===== src/rtl/ds_wavegen_multi.sv =====
// Multi-channel waveform source for the delta-sigma modulator input.
// One shared adder walks the channels in order on each tick and emits their summed output.
module ds_wavegen_multi #(
  parameter int NUM_CH     = 4,
  parameter int ACC_BITS   = 16,
  parameter int DELTA_BITS = 14,
  parameter int ADDR_BITS  = 4,
  localparam int MIX_BITS  = ACC_BITS + $clog2(NUM_CH)
) (
  input  logic                 clk,
  input  logic                 rst_n,
  input  logic [7:0]           data_in,
  input  logic [ADDR_BITS-1:0] addr,
  input  logic                 data_part_in,
  input  logic                 tick,
  output logic [MIX_BITS-1:0]  mix_out,
  output logic                 mix_valid,
  output logic                 busy,
  output logic                 overrun
);

  localparam int CH_W = (NUM_CH > 1) ? $clog2(NUM_CH) : 1;
  localparam logic [CH_W-1:0] LAST_CH = CH_W'(NUM_CH - 1);

  typedef enum logic [1:0] {IDLE, STEP, EMIT} state_t;

  state_t state, state_n;
  logic   pending, pending_n, ovr_n, start;

  logic [2:0]  sync;
  logic        dp, dp_last;
  logic [7:0]  data_low;
  logic [15:0] word;
  logic        in_range, wr_phase, wr_ctrl;
  logic [ADDR_BITS-1:0] host_ch;

  logic [ACC_BITS-1:0]   phase [NUM_CH];
  logic [DELTA_BITS-1:0] delta [NUM_CH];
  logic [1:0]            mode  [NUM_CH];
  logic                  down  [NUM_CH];

  logic [CH_W-1:0]     ch;
  logic [MIX_BITS-1:0] acc_sum;
  logic [ACC_BITS-1:0] cur_phase, delta_ext, up_val, dn_val, chan_out, seq_phase;
  logic [1:0]          cur_mode;
  logic                cur_down, seq_down;

  // sync[1] is the synchronised strobe, sync[2] its previous value
  always_ff @(posedge clk or negedge rst_n) begin
    if (!rst_n) sync <= 3'b111;
    else        sync <= {sync[1:0], data_part_in};
  end

  assign dp      = sync[1];
  assign dp_last = sync[2];

  always_ff @(posedge clk or negedge rst_n) begin
    if (!rst_n)              data_low <= '0;
    else if (!dp && dp_last) data_low <= data_in;
  end

  assign word     = {data_in, data_low};
  assign in_range = ({1'b0, addr} < (ADDR_BITS+1)'(2 * NUM_CH));
  assign host_ch  = addr >> 1;
  assign wr_phase = dp && !dp_last && in_range && !addr[0];
  assign wr_ctrl  = dp && !dp_last && in_range && addr[0];

  // Datapath for the channel currently selected by the sequencer
  always_comb begin
    cur_phase = phase[ch];
    cur_mode  = mode[ch];
    cur_down  = down[ch];
    delta_ext = ACC_BITS'(delta[ch]);
    up_val    = cur_phase + delta_ext;
    dn_val    = cur_phase - delta_ext;
    chan_out  = '0;
    seq_phase = cur_phase;
    seq_down  = cur_down;
    case (cur_mode)
      2'b01: begin
        chan_out = cur_phase;
        if (!cur_down) begin
          if (up_val[ACC_BITS-1 -: 2] == 2'b11) seq_down  = 1'b1;
          else                                  seq_phase = up_val;
        end else begin
          if (dn_val[ACC_BITS-1 -: 2] == 2'b00) seq_down  = 1'b0;
          else                                  seq_phase = dn_val;
        end
      end
      2'b10: begin
        chan_out  = cur_phase;
        seq_phase = up_val;
      end
      2'b11: begin
        chan_out  = {ACC_BITS{cur_phase[ACC_BITS-1]}};
        seq_phase = up_val;
      end
      default: ;
    endcase
  end

  // Host writes are applied after the sequencer update so they take priority
  always_ff @(posedge clk or negedge rst_n) begin
    if (!rst_n) begin
      for (int c = 0; c < NUM_CH; c++) begin
        phase[c] <= '0;
        delta[c] <= '0;
        mode[c]  <= 2'b00;
        down[c]  <= 1'b0;
      end
    end else begin
      for (int c = 0; c < NUM_CH; c++) begin
        if (state == STEP && ch == CH_W'(c)) begin
          phase[c] <= seq_phase;
          down[c]  <= seq_down;
        end
        if (wr_phase && host_ch == ADDR_BITS'(c)) begin
          phase[c] <= ACC_BITS'(word);
          down[c]  <= 1'b0;
        end
        if (wr_ctrl && host_ch == ADDR_BITS'(c)) begin
          delta[c] <= word[DELTA_BITS-1:0];
          mode[c]  <= word[15:14];
        end
      end
    end
  end

  always_ff @(posedge clk or negedge rst_n) begin
    if (!rst_n) begin
      state   <= IDLE;
      pending <= 1'b0;
      overrun <= 1'b0;
    end else begin
      state   <= state_n;
      pending <= pending_n;
      overrun <= ovr_n;
    end
  end

  always_comb begin
    state_n   = state;
    pending_n = pending;
    ovr_n     = 1'b0;
    start     = 1'b0;
    case (state)
      IDLE: begin
        if (tick || pending) begin
          state_n   = STEP;
          start     = 1'b1;
          pending_n = tick && pending;
        end
      end
      STEP: begin
        if (tick) begin
          if (pending) ovr_n     = 1'b1;
          else         pending_n = 1'b1;
        end
        if (ch == LAST_CH) state_n = EMIT;
      end
      EMIT: begin
        if (pending) begin
          state_n   = STEP;
          start     = 1'b1;
          pending_n = 1'b0;
          ovr_n     = tick;
        end else begin
          state_n   = IDLE;
          pending_n = tick;
        end
      end
      default: state_n = IDLE;
    endcase
  end

  // mix_out and mix_valid are registered together on the last channel's step
  always_ff @(posedge clk or negedge rst_n) begin
    if (!rst_n) begin
      ch        <= '0;
      acc_sum   <= '0;
      mix_out   <= '0;
      mix_valid <= 1'b0;
    end else begin
      mix_valid <= 1'b0;
      if (start) begin
        ch      <= '0;
        acc_sum <= '0;
      end else if (state == STEP) begin
        ch      <= ch + 1'b1;
        acc_sum <= acc_sum + MIX_BITS'(chan_out);
        if (ch == LAST_CH) begin
          mix_out   <= acc_sum + MIX_BITS'(chan_out);
          mix_valid <= 1'b1;
        end
      end
    end
  end

  assign busy = (state != IDLE);

endmodule


===== config.mk =====
export PLATFORM = sky130hd
export DESIGN_NAME = ds_wavegen_multi
export DESIGN_NICKNAME = d
export VERILOG_FILES = /design/src/rtl/ds_wavegen_multi.sv
export SDC_FILE = /design/constraint.sdc
export NUM_CORES = 1
export LEC_CHECK = 0
export ABC_CLOCK_PERIOD_IN_PS = 7840
export CAP_MARGIN = 0
export CORE_ASPECT_RATIO = 1.75
export CORE_MARGIN = 10
export CORE_UTILIZATION = 47
export DETAILED_ROUTE_END_ITERATION = 7
export PLACE_DENSITY = 0.66
export SYNTH_ARGS = -nofsm -noshare
export SYNTH_HDL_FRONTEND = slang
export SYNTH_SLANG_ARGS = --single-unit

===== constraint.sdc =====
create_clock -name clk -period 7.84 [get_ports clk]
set_input_delay 1.568 -clock clk [delete_from_list [all_inputs] [get_ports clk]]
set_output_delay 1.568 -clock clk [all_outputs]
set_load 0.02 [all_outputs]

# Word level (Yosys, flattened, before mapping)
# Index checks and enable logic that the tools add are counted.
[op_classes]
bitwise = 2
mux = 58
n_lt_le_gt_ge = 2
reduce_logical = 38
addsub = 4
n_eq_ne = 15
[op_table]
columns = ["operator", "count"]
rows = [
  ["16-bit 2-to-1 mux", 13],
  ["16-bit one-hot mux with 2 select lines", 2],
  ["18-bit 2-to-1 mux", 2],
  ["16-bit binary-select mux with 2-bit select", 1],
  ["14-bit binary-select mux with 2-bit select", 1],
  ["14-bit 2-to-1 mux", 2],
  ["1-bit 2-to-1 mux", 25],
  ["18-bit by 16-bit adder with 18-bit output", 1],
  ["1-bit logical AND", 18],
  ["16-bit by 14-bit adder with 16-bit output", 1],
  ["16-bit by 14-bit subtractor with 16-bit output", 1],
  ["2-bit == test (second input constant)", 6],
  ["2-bit 2-to-1 mux", 6],
  ["2-bit nonzero test", 6],
  ["2-bit by 1-bit == test with 1-bit output (second input constant)", 3],
  ["3-bit by 2-bit == test with 1-bit output (second input constant)", 2],
  ["2-bit zero test", 3],
  ["2-bit inequality test (second input constant)", 3],
  ["2-bit one-hot mux with 3 select lines", 1],
  ["3-bit AND reduction", 2],
  ["2-bit binary-select mux with 2-bit select", 1],
  ["4-bit zero test", 1],
  ["4-bit less-than comparator (second input constant)", 1],
  ["1-bit one-hot mux with 2 select lines", 2],
  ["other kinds (12)", 15],
]
[word_totals]
output_inout_bits = 21
regBits = 186
in_bits = 16

# Longest topological paths before layout
# Gate-level depths: netlist of the first run.
[depth]
ltp_word = 11
ltp_mapped = 23
ltp_nobuf = 18

# Worst setup path after synthesis of the first run
# No wires, ideal clock.
[synth_path]
path_type = "reg-to-reg"
start = "register ch[0]"
end = "register acc_sum[17]"
period_less_slack_ps = 5688
path_slack_ps = 2152
t_required_ps = 7709
arrival_time_ps = 5557
path_stages_with_launch = 22
cell_sequence = "dfrtp_1 -> buf_6 -> buf_1 -> buf_2 -> mux4_2 -> inv_1 -> ha_1 -> clkbuf_1 -> clkbuf_1 -> clkbuf_1 -> clkbuf_1 -> a21oi_1 -> ha_1 -> a21o_1 -> a21o_1 -> a21o_1 -> or3_1 -> nor4_1 -> nor3b_1 -> o211ai_1 -> xor2_1 -> nor2_1"
[synth_via]
elab_chain_cells = 10
elab_cells_between_ends = 15
[synth_lines]
columns = ["item", "line_no", "source"]
rows = [
  ["start, declared", "42", "logic [CH_W-1:0] ch;"],
  ["start signal, assigned", "189", "ch <= ch + 1'b1;"],
  ["2-bit NOT with 3-bit output (not written as such) (*)", "70, 71", ""],
  ["2-bit binary-select mux with 2-bit select", "71", "cur_mode = mode[ch];"],
  ["2-bit 2-to-1 mux (not written as such) (2 in a row)", "71", ""],
  ["2-bit by 1-bit == test with 1-bit output / 2-bit == test (equally long branches)", "79", "case (cur_mode)"],
  ["2-bit OR reduction (no source line)", "n/a", ""],
  ["16-bit one-hot mux with 2 select lines (*)", "79", ""],
  ["18-bit by 16-bit adder with 18-bit output (*)", "190", "acc_sum <= acc_sum + MIX_BITS'(chan_out);"],
  ["18-bit 2-to-1 mux (*)", "188", "end else if (state == STEP) begin"],
  ["18-bit 2-to-1 mux (*)", "185", "if (start) begin"],
  ["end signal, assigned", "190", ""],
  ["end, declared", "43", "logic [MIX_BITS-1:0] acc_sum;"],
]
# Every way passes the cells marked *; elsewhere a longest branch is shown, timed or not. The select of a mux whose other input is x is not followed.
# A chain may end at the register's enable or synchronous reset.

# Final worst setup path of the first run
[layout_path]
start = "register ch[0]"
end = "register phase[56] in the netlist's numbering"
[layout_via]
elab_chain_cells = 11
elab_cells_between_ends = 30
[layout_lines]
columns = ["item", "line_no", "source"]
rows = [
  ["2-bit NOT with 3-bit output (not written as such)", "n/a", ""],
  ["16-bit binary-select mux with 2-bit select / 14-bit binary-select mux with 2-bit select (equally long branches)", "70, 73", ""],
  ["16-bit 2-to-1 mux (not written as such) / 14-bit 2-to-1 mux (equally long branches) (2 in a row)", "70, 73", ""],
  ["16-bit by 14-bit adder with 16-bit output / 16-bit by 14-bit subtractor with 16-bit output (equally long branches)", "74, 75", ""],
  ["2-bit == test / 2-bit zero test (equally long branches)", "83, 86", ""],
  ["16-bit 2-to-1 mux (on tied branches)", "83, 86", ""],
  ["16-bit 2-to-1 mux", "82", "if (!cur_down) begin"],
  ["16-bit one-hot mux with 2 select lines", "79", ""],
  ["16-bit 2-to-1 mux", "113", "if (state == STEP && ch == CH_W'(c)) begin"],
  ["16-bit 2-to-1 mux", "117", "if (wr_phase && host_ch == ADDR_BITS'(c)) begin"],
  ["end signal, assigned by index", "114", "phase[c] <= seq_phase;"],
  ["end signal, assigned by index", "118", "phase[c] <= ACC_BITS'(word);"],
  ["end, declared", "37", "logic [ACC_BITS-1:0] phase [NUM_CH];"],
]
# Parallel ways exist; a longest one is shown, timed or not. The select of a mux whose other input is x is not followed.

==> reports/summary.txt, run 1 <==
Hold depth: 0
Top-area cell type share of the netlist area: 37.7%
I/O pin cnt: 37
Unrepaired setup endpoints after global routing: false
1st-pass router iterations: 8
First DRT Iteration DRCs: 742
Top_reg_cell synth: dfrtp_1
Seq/Total Area, Yosys: 38.3%
Critical Path RT: 8190 ps
Die area: 32,900 sq um
Top-count cell post-synth: dfrtp_1
Post-synth cell types: 81
WL final: 34.9 mm
Syn Nets: 1,321
Die Width: 142 um
Largest area contributor in the netlist: dfrtp_1
Status: finished, final reports clean
CTS root buffer: clkbuf_16
#FFs+latches synth: 186
Core box area: 25,300 sq um
Worst setup SP type: flop
CP Data Arrival Time: 6480 ps
Initial core utilization: 48.0%
First-pass GRT wire length: 55.8 mm
Max_cap viols: 0
# DRC: 0
Mapped Cells: 1,245
Critical path capture point type: flop
Setup TNS Final: 0 ps
Row count: 77
Design Area, Final: 13,200 sq um
Port Buffer Count: 36
Synth cell count leaders: dfrtp_1 (183), nand2_1 (111), a21oi_1 (92)
Setup CP Type: reg -> reg
Max clock buf depth: 2
Cts hold-fix bufs: 0
Min-Delay Endpoint: sync[1]
# diodes: 0
Final period util: 78.2%
Period minus WS final: 6130 ps
Hold Path Class: reg -> reg
Post-synth EDFFs: 0
Worst skew pair latency: 470 ps
Largest net degree at the start of global routing: 83
Synth area leaders: dfrtp_1 (38%), mux2_2 (8.1%), ha_1 (5.9%)
Nets: 1,306
Hold_ws: 358 ps
Slew Limit Fails: 0
Cell Area, Placed: 12,700 sq um
Worst reg2reg path depth: 13
Asr flop ratio synth: 100%
Count of final setup violators: 0
Area grow syn2layout: 8.93%
FILL cells: 2,282
Grt ovf: 0
Sink Count: 186
Antenna viol nets, final: 0
Fin. Hold Viols: 0
Setup Buffers After CTS: 0
Share of cells above drive strength 1: 15.4%
Worst-path fanout max: 30
Layout Skew: 10.2 ps
CTS tree: yes
Drt wl/cell: 22.4 um
Placer Congestion: 1.04
Post-CTS Resized: 0
RR Startpoint: ch[0]
Post-Syn Area: 12,200 sq um
CTS H-tree lvls: 4
Reg2reg setup slack: 1710 ps
Vias in the first global route: 10,200
CTS clk-pin slew, worst paths: 80 ps
Worst slew pin tran: 1190 ps
Syn_area_per_cell: 9.76 sq um
Ys Warns: 0
RR Endpoint: phase[56]
Tot GR Track Use: 21.4%
Inserted Clock Buffers: 17
Max Clk Rate: 163 MHz
HPWL after DPL: 25.7 mm
Relative slew slack: 20.7%
DR vias/cell: 6.28
Initial antenna violation count: 0
Vias: 9,794
HP Start: sync[0]
Die H: 233 um
## cells by family after synthesis
group,Yosys count,synth area share [%]
simple gates,331,13.2
xor+xnor,31,2.23
mux,145,16.3
fa+ha+maj,60,6.36
flops,186,38.3
compound gates,355,18.9
buf+inv,137,4.57
## area by class of cell
type	count	area, sq um	share of cell area, %
tap	316	395	2.99
inverter	52	195	1.47
multi-input combinational	922	6940	52.4
clock inverter	14	133	1.00
timing repair buffer	51	477	3.60
sequential	186	4660	35.2
clock buffer	18	439	3.32
## layer usage
layer  GRT usage, %  share of wire (%)  up-vias
met5              0                  0        -
met3           3.69                4.6       94
li1               -                  -     4500
met2           38.1                 52      327
met1           23.2                 38     4873
met4           12.8                5.0        0
## per-stage QoR
step           setup WS [ps]  instances  utilization (%)
3_3_place_gp            1820       1527             50.0
4_1_cts                 1760       1559             52.2
2_1_floorplan           2150       1245                -
6_report                1710       1559             52.2
3_5_place_dp            1810       1527             50.0
5_1_grt                 1370       1559             52.2
## worst max-delay path by stage
| stage | depth (start not counted) | start | slack (ps) | endpoint |
|---|---|---|---|---|
| global route | 13 | ch[0] | 1370 | phase[56] |
| detailed placement | 13 | ch[0] | 1810 | phase[56] |
| floorplan | 21 | ch[0] | 2150 | acc_sum[17] |
| finish | 13 | ch[0] | 1710 | phase[56] |
| global placement | 13 | ch[0] | 1820 | phase[56] |
| CTS | 13 | ch[0] | 1760 | phase[56] |
## cell usage in the layout, fill, tap and decap left out, types with 7 or more instances in the layout
cell             instances
o22a_1                   8
nand3_1                 16
o21ai_0                 71
nor2_1                  71
dfrtp_1                182
and2_1                  12
xor2_1                   7
buf_4                   15
ha_1                    57
o21a_1                  13
and3_1                  16
xnor2_1                 24
mux2_2                  87
a21o_1                  19
inv_1                   50
nor3_1                  33
o31ai_1                 17
clkdlybuf4s50_1         35
mux4_2                  30
o21ai_1                 42
a21oi_1                 92
nor2b_1                 13
clkbuf_16               17
or3_1                    7
o211ai_1                14
mux2i_1                 24
nand2b_1                15
nand2_1                111
## critical path: stages, from the launching register on
cell and delay [ps]:
dfrtp_2 1030, mux4_1 790, ha_1 290, fa_1 410, nor2b_1 160, o311a_1 350
o211a_1 300, o21ai_1 340, o2111ai_1 230, o211ai_1 940, nand2_1 230, a211oi_1 510
a21oi_1 140, a22o_1 250
## registers in the layout, indices dropped and copies added, names as in the netlist
name,flops
acc_sum,18
ch,2
data_low,8
delta,56
down,4
mix_out,18
mix_valid,1
mode,8
overrun,1
pending,1
phase,64
state,2
sync,3
Power of run 1 is left out: the tool's default activity adds up to more than one toggle a clock period on the data nets, which glitch-free logic cannot reach.
==> inputs of run 2 (changes only) <==
--- a/config.mk
+++ b/config.mk
@@ -5,7 +5,7 @@
 export SDC_FILE = /design/constraint.sdc
 export NUM_CORES = 1
 export LEC_CHECK = 0
-export ABC_CLOCK_PERIOD_IN_PS = 7840
+export ABC_CLOCK_PERIOD_IN_PS = 6400
 export CAP_MARGIN = 0
 export CORE_ASPECT_RATIO = 1.75
 export CORE_MARGIN = 10
==> constraint.sdc (replaced) <==
create_clock -name clk -period 6.4 [get_ports clk]
set_input_delay 1.28 -clock clk [delete_from_list [all_inputs] [get_ports clk]]
set_output_delay 1.28 -clock clk [all_outputs]
set_load 0.02 [all_outputs]
==> reports/summary.txt, run 2 (same netlist as run 1, synthesis figures left out) <==
Status: finished, final reports clean
Die Width: 142 um
Max clock buf depth: 2
Vias in the first global route: 10,200
Largest net degree at the start of global routing: 102
Share of cells above drive strength 1: 15.4%
Count of final setup violators: 0
# diodes: 0
Max_cap viols: 0
Critical Path End: phase[56]
Cts hold-fix bufs: 0
Row count: 77
Worst setup path startpoint: ch[1]
Die area: 32,900 sq um
Die H: 233 um
Initial core utilization: 48.0%
Initial antenna violation count: 0
HPWL after DPL: 26.3 mm
Placer Congestion: 0.982
Relative slew slack: 24.9%
First-pass GRT wire length: 55.6 mm
Unrepaired setup endpoints after global routing: false
Worst-path fanout max: 19
CTS clk-pin slew, worst paths: 70 ps
CTS H-tree lvls: 4
CTS root buffer: clkbuf_16
Period minus WS final: 5340 ps
Drt wl/cell: 22.5 um
Tot GR Track Use: 21.4%
Biggest regs: phase x64, delta x56
Final period util: 83.4%
Slew Limit Fails: 0
Max Clk Rate: 187 MHz
WL final: 35.0 mm
Most flops, register: phase
Nets: 1,307
1st-pass router iterations: 5
RR Endpoint: phase[56]
Core box area: 25,300 sq um
Antenna viol nets, final: 0
Port Buffer Count: 36
# DRC: 0
Worst setup SP type: flop
Area grow syn2layout: 9.45%
CTS tree: yes
DR vias/cell: 6.30
Critical Path RT: 6740 ps
I/O pin cnt: 37
CP Data Arrival Time: 5680 ps
Worst slew pin tran: 1130 ps
Most common cell after layout, fill and taps aside: dfrtp_1
Design Area, Final: 13,300 sq um
Grt ovf: 0
Setup Buffers After CTS: 0
Fin. Hold Viols: 0
Post-CTS Resized: 0
Vias: 9,825
First DRT Iteration DRCs: 711
Sink Count: 186
Setup CP Type: reg -> reg
Hold Path Class: reg -> reg
Inserted Clock Buffers: 17
Worst skew pair latency: 460 ps
Worst reg2reg path depth: 15
Setup TNS Final: 0 ps
Max reg flops: 64
Reg2reg setup slack: 1060 ps
RR Startpoint: ch[1]
Cell Area, Placed: 12,700 sq um
Commonest non-fill, non-tap cells in the layout: dfrtp_1 (182), nand2_1 (111), a21oi_1 (92)
Critical path capture point type: flop
Layout Skew: 9.69 ps
-- run 2: cell types whose count changed in the layout (fill, tap and decap cells not counted), moves of 2 or more --
cell,before,now
inv_8,4,1
buf_12,0,2
bufinv_16,0,2
clkbuf_8,2,4
clkinvlp_4,3,1
-- run 2: worst min path at each step --
stage,from,endpoint,cells after the start
after CTS,sync[0],sync[1],0
final,sync[0],sync[1],0
after detailed placement,sync[0],sync[1],0
after floorplan,sync[0],sync[1],0
after global routing,sync[0],sync[1],0
after global placement,sync[0],sync[1],0
-- run 2: per-stage QoR --
step	std cells	utilization, %	worst slack (ps)	hold WS [ps]
after floorplan	1245	-	712	345
after global placement	1528	50.1	1190	347
after detailed placement	1528	50.1	1140	350
after CTS	1560	52.5	1130	361
after global routing	1560	52.5	689	361
final	1560	52.5	1060	359
-- run 2: cell type report --
type	instances	area (sq um)
fillers	2274	12000
multi-input cells	922	6940
flip-flops and latches	186	4660
repair buffers	52	509
clock buffers	21	470
well taps	316	395
inverters	52	195
clock inverters	11	133
-- run 2: critical path: stages, from the launching register on --
cell and delay (ps):
dfrtp_1 900, mux4_1 530, inv_1 160, ha_1 160
inv_1 50, fa_1 440, a211oi_1 420, o21a_1 280
o21a_1 240, or3_1 160, o2111a_1 270, nand2b_1 550
nand2_1 220, a211oi_1 460, a21oi_1 130, a22o_1 240
-- run 2: per-layer routing --
metal	GRT usage, %	wire, um
met5	0	0
met4	13.0	1820
met3	3.53	1610
met2	39.0	18700
met1	22.4	12900
Power of run 2 is left out for the same reason.
